===== config.mk =====
export PLATFORM = sky130hd
export DESIGN_NAME = interrupt_controller
export DESIGN_NICKNAME = d
export VERILOG_FILES = /design/src/rtl/interrupt_controller.sv
export SDC_FILE = /design/constraint.sdc
export NUM_CORES = 1
export LEC_CHECK = 0
export CAP_MARGIN = 20
export CORE_MARGIN = 2
export CORE_UTILIZATION = 30
export DETAILED_ROUTE_END_ITERATION = 6
export DONT_BUFFER_PORTS = 1
export PLACE_DENSITY = 0.41
export SLEW_MARGIN = 20
export SYNTH_ARGS = -nofsm -noshare
export SYNTH_HDL_FRONTEND = slang
export SYNTH_SLANG_ARGS = --single-unit

===== constraint.sdc =====
create_clock -name clk -period 4.7 [get_ports clk]
set_clock_uncertainty 0.05 [all_clocks]
set_input_delay 0.705 -clock clk [delete_from_list [all_inputs] [get_ports clk]]
set_output_delay 0.705 -clock clk [all_outputs]
set_load 0.01 [all_outputs]

===== src/rtl/interrupt_controller.sv =====
// Prioritised maskable interrupt controller: edge-captured pending bits, lowest index wins, one request held until ack then EOI.
// Pin-to-irq latency 2 cycles; irq is held (no preemption) until irq_ack, mask/W1C withdrawal, or reset; readdata lags memread by 1 cycle.
module interrupt_controller #(
  parameter int          NUM_IRQ   = 8,
  parameter logic [31:0] BASE_ADDR = 32'hFFFF_FF00
) (
  input  logic                       clk,
  input  logic                       reset,
  input  logic [NUM_IRQ-1:0]         interrupts,
  input  logic                       memwrite,
  input  logic                       memread,
  input  logic [31:0]                dataadr,
  input  logic [31:0]                writedata,
  output logic [31:0]                readdata,
  output logic                       irq,
  output logic [$clog2(NUM_IRQ)-1:0] irq_id,
  input  logic                       irq_ack
);

  localparam int ID_W = $clog2(NUM_IRQ);

  typedef enum logic [1:0] {IDLE, REQ, SERVICE} state_t;

  state_t             state;
  logic [NUM_IRQ-1:0] prev;
  logic [NUM_IRQ-1:0] pending;
  logic [NUM_IRQ-1:0] mask;
  logic [ID_W-1:0]    inservice;

  logic               hit;
  logic               wr_pend;
  logic               wr_mask;
  logic               wr_eoi;
  logic [NUM_IRQ-1:0] rise;
  logic [NUM_IRQ-1:0] req;
  logic [NUM_IRQ-1:0] w1c;
  logic [NUM_IRQ-1:0] ack_clr;
  logic [ID_W-1:0]    winner;
  logic [31:0]        rd_val;
  logic               unused_bits;

  assign hit     = (dataadr[31:4] == BASE_ADDR[31:4]);
  assign wr_pend = memwrite && hit && (dataadr[3:2] == 2'd0);
  assign wr_mask = memwrite && hit && (dataadr[3:2] == 2'd1);
  assign wr_eoi  = memwrite && hit && (dataadr[3:2] == 2'd2);

  assign rise    = interrupts & ~prev;
  assign req     = pending & mask;
  assign w1c     = wr_pend ? writedata[NUM_IRQ-1:0] : '0;
  assign ack_clr = (state == REQ && irq_ack) ? (NUM_IRQ'(1) << irq_id) : '0;

  assign unused_bits = ^{dataadr[1:0], writedata[31:NUM_IRQ]};

  always_comb begin
    winner = '0;
    for (int i = NUM_IRQ - 1; i >= 0; i--) begin
      if (req[i]) winner = ID_W'(i);
    end
  end

  always_comb begin
    rd_val = '0;
    if (hit) begin
      case (dataadr[3:2])
        2'd0: rd_val = 32'(pending);
        2'd1: rd_val = 32'(mask);
        2'd3: begin
          rd_val[ID_W-1:0] = inservice;
          rd_val[8]        = (state == SERVICE);
          rd_val[9]        = irq;
        end
        default: rd_val = '0;
      endcase
    end
  end

  // Runs through reset so a line held high across reset release is not seen as an edge.
  always_ff @(posedge clk) begin
    prev <= interrupts;
  end

  always_ff @(posedge clk) begin
    if (!reset) begin
      state     <= IDLE;
      pending   <= '0;
      mask      <= '0;
      inservice <= '0;
      irq       <= 1'b0;
      irq_id    <= '0;
      readdata  <= '0;
    end else begin
      // A new edge beats a same-cycle W1C or ack-clear of that bit.
      pending <= (pending & ~(w1c | ack_clr)) | rise;
      if (wr_mask) mask <= writedata[NUM_IRQ-1:0];
      if (memread) readdata <= rd_val;

      case (state)
        IDLE: begin
          if (|req) begin
            state  <= REQ;
            irq    <= 1'b1;
            irq_id <= winner;
          end
        end
        REQ: begin
          if (irq_ack) begin
            irq       <= 1'b0;
            inservice <= irq_id;
            state     <= SERVICE;
          end else if (!(pending[irq_id] && mask[irq_id])) begin
            irq   <= 1'b0;
            state <= IDLE;
          end
        end
        SERVICE: begin
          if (wr_eoi) begin
            inservice <= '0;
            state     <= IDLE;
          end
        end
        default: begin
          irq   <= 1'b0;
          state <= IDLE;
        end
      endcase
    end
  end

endmodule


==> out/metrics.yaml <==
status: "finished clean"
overflow: 0
h-tree-depth: 2
final_area_um2: 2360
r2r_slack_ns: 2.97
globalRouteMet1Util_pct: 18.3
met3_usage_pct: 4.34
crit_type: "input pin to flip-flop"
vias_per_cell: 5.09
post_cts_buffers: 0
cts_tree: "yes"
synth_cells: 262
grt_pass1_vias: 1785
grt_pass1_wl_mm: 9.40
place_hpwl_mm: 4.36
syn_avg_cell_area_um2: 8.59
async_flop_share_pct: 0
drive_gt1_share_pct: 5.81
gp_congestion: 0.744
synth_area_leader_cell: "dfxtp_1"
synth-edff-count: 0
syn-cell-area_um2: 2250
final-instance-count-excl-fill: 357
synth_cell_types: 47
fin_crit_ns: 2.62
io_pins: 113
yosys.cell_count.top_type: "dfxtp_1"
start_util_pct: 31.0
die-area_um2: 8210
wl_per_cell_um: 16.1
worst_slew_pin_slew_ns: 0.977
cp.required_ns: 4.81
ctsHoldBuffers: 0
antenna_left: 0
coreArea_um2: 7250
place_inst: 349
hold_viol: 0
nNetsFinal: 334
cts_buffer_depth: 2
holdCritPathClass: "input pin to flip-flop"
ys_top_cells_by_count: "43 x dfxtp_1, 23 x a21oi_1, 23 x buf_4, 19 x nor2b_1"
diodes: 0
startpoint_type: "input pin"
drc_errors: 0
min_path_cells: 0
cts-root-buf: "clkbuf_8"
cellPowerDensity_nw_per_um2: 304
critPathCaptureType: "flip-flop"
placed_area_um2: 2240
maxCapViolations: 0
fmax_mhz: 381
dpl_worst_slack_ns: 1.75
grt_busiest_layer: "met2"
clk-insertion-delay-late_ns: 0.29
clkTransAtPathRegs_ns: 0.08
tns_ns: 0
vias: 1817
syn_to_final_growth_pct: 4.67
ys_ff_latch: 43
r2r_start: "irq_id[2]$_SDFFE_PN0P_"
numCtsBuffers: 5
first_iter_violations: 78
io_buffers: 0
arrival_ns: 2.74
cts_sinks: 43
ys_seq_area_share_pct: 38.2
rsz0062_at_grt: "no"
post_cts_resized: 0
critical_path.max_fanout: 17
die_h_um: 90.6
relSlewSlack_pct: 34.4
ys_warn_count: 0
grt_max_degree: 20
gr-usage-met2_pct: 22.9
ir_drop_mv: 0.0907
synthTopCellsByArea: "dfxtp_1 38%, buf_4 7.7%, nor2b_1 5.3%"
drtPass1Iterations: 4
ys.flop_type: "dfxtp_1"
reg2reg_depth: 4
grt.total_usage_pct: 14.4
finalMaxSlewViolations: 0
antenna_found_initial: 0
die_w_um: 90.6
setup_violations: 0
rr_endpoint: "pending[4]$_SDFF_PN0_"
min_to: "prev[2]$_DFF_P_"
rows: 31
hold_start: "interrupts[2]"
finalWirelength_mm: 5.74
finalCritPeriodShare_pct: 55.8
p_leak_nw: 0.821
synth_top_area_share_pct: 38.2
setup_slack_ns: 2.08
[how the worst max path moves through the flow]
stage | from | to | slack [ns] | cells past startpoint
2_1_floorplan | dataadr[5] | mask[0]$_SDFFE_PN0P_ | 2.44 | 5
3_3_place_gp | dataadr[5] | pending[0]$_SDFF_PN0_ | 1.77 | 4
3_5_place_dp | dataadr[5] | pending[0]$_SDFF_PN0_ | 1.75 | 4
4_1_cts | dataadr[5] | pending[0]$_SDFF_PN0_ | 2.07 | 4
5_1_grt | dataadr[5] | pending[0]$_SDFF_PN0_ | 1.92 | 4
6_report | dataadr[5] | pending[0]$_SDFF_PN0_ | 2.08 | 4
[kinds of logic after synthesis]
kind of cell / Yosys count / share of synthesized area [%]
flops: 43 / 38.2
mux: 8 / 3.56
buf+inv: 37 / 10.4
other cells: 1 / 0.167
compound gates: 78 / 22.4
simple gates: 95 / 25.2
[metal layers]
metal  up-vias  part of all wire (%)
met1       828                    45
met2        76                    46
met5         -                     0
met3         7                   7.1
li1        906                     -
met4         0                   1.6
[state kept, by name (all words and copies together), names as in the netlist]
register	count
mask	8
readdata	10
inservice	3
state	2
irq_id	3
irq	1
prev	8
pending	8
[cells in the final DEF (no fill, tap or decap), types with 2 or more instances in the layout]
cell type and count:
o31a_1 4, inv_1 2, dfxtp_1 43, a41o_1 2, o21ai_0 15, mux2i_1 8
a32oi_1 3, o21ai_1 10, o2bb2ai_1 4, clkbuf_8 6, nand4b_1 2, nand2_1 13
nor2_1 8, and3_1 5, and3b_1 2, nand3_1 15, a21oi_1 23, a211oi_1 2
nand2b_1 8, nor2b_1 19, o21a_1 4, nand3b_1 2, a22oi_1 4, conb_1 22
or4_1 3, nand4_1 9
[worst max-delay path: stages]
cell	delay (ns)
or4b_4	0.54
nor4_4	0.82
and4_1	0.55
a211oi_1	0.12
[area by class of cell]
type                       instances  area [um2]
fill                             771        4900
inverter                           3        11.3
clock inverter                     2        35.0
clock buffer                       6        82.6
timing repair buffer               1        7.51
sequential                        43         861
tap                               99         124
multi-input combinational        203        1230
[metrics by stage]
stage | power (W) | hold WS [ns] | utilization [%]
after floorplan | 0.000434 | 0.415 | -
after global placement | 0.000424 | 0.438 | 30.9
after detailed placement | 0.000424 | 0.438 | 30.9
after CTS | 0.000730 | 0.363 | 32.5
after global routing | 0.000750 | 0.358 | 32.5
final | 0.000716 | 0.380 | 32.5
[power breakdown]
part	total [W]	switching, W	internal (W)
Clock	0.000302	0.000129	0.000172
Sequential	0.000379	0.00000662	0.000372
Combinational	0.0000355	0.0000212	0.0000144
Note: power is estimated with default switching activity, not from simulation.
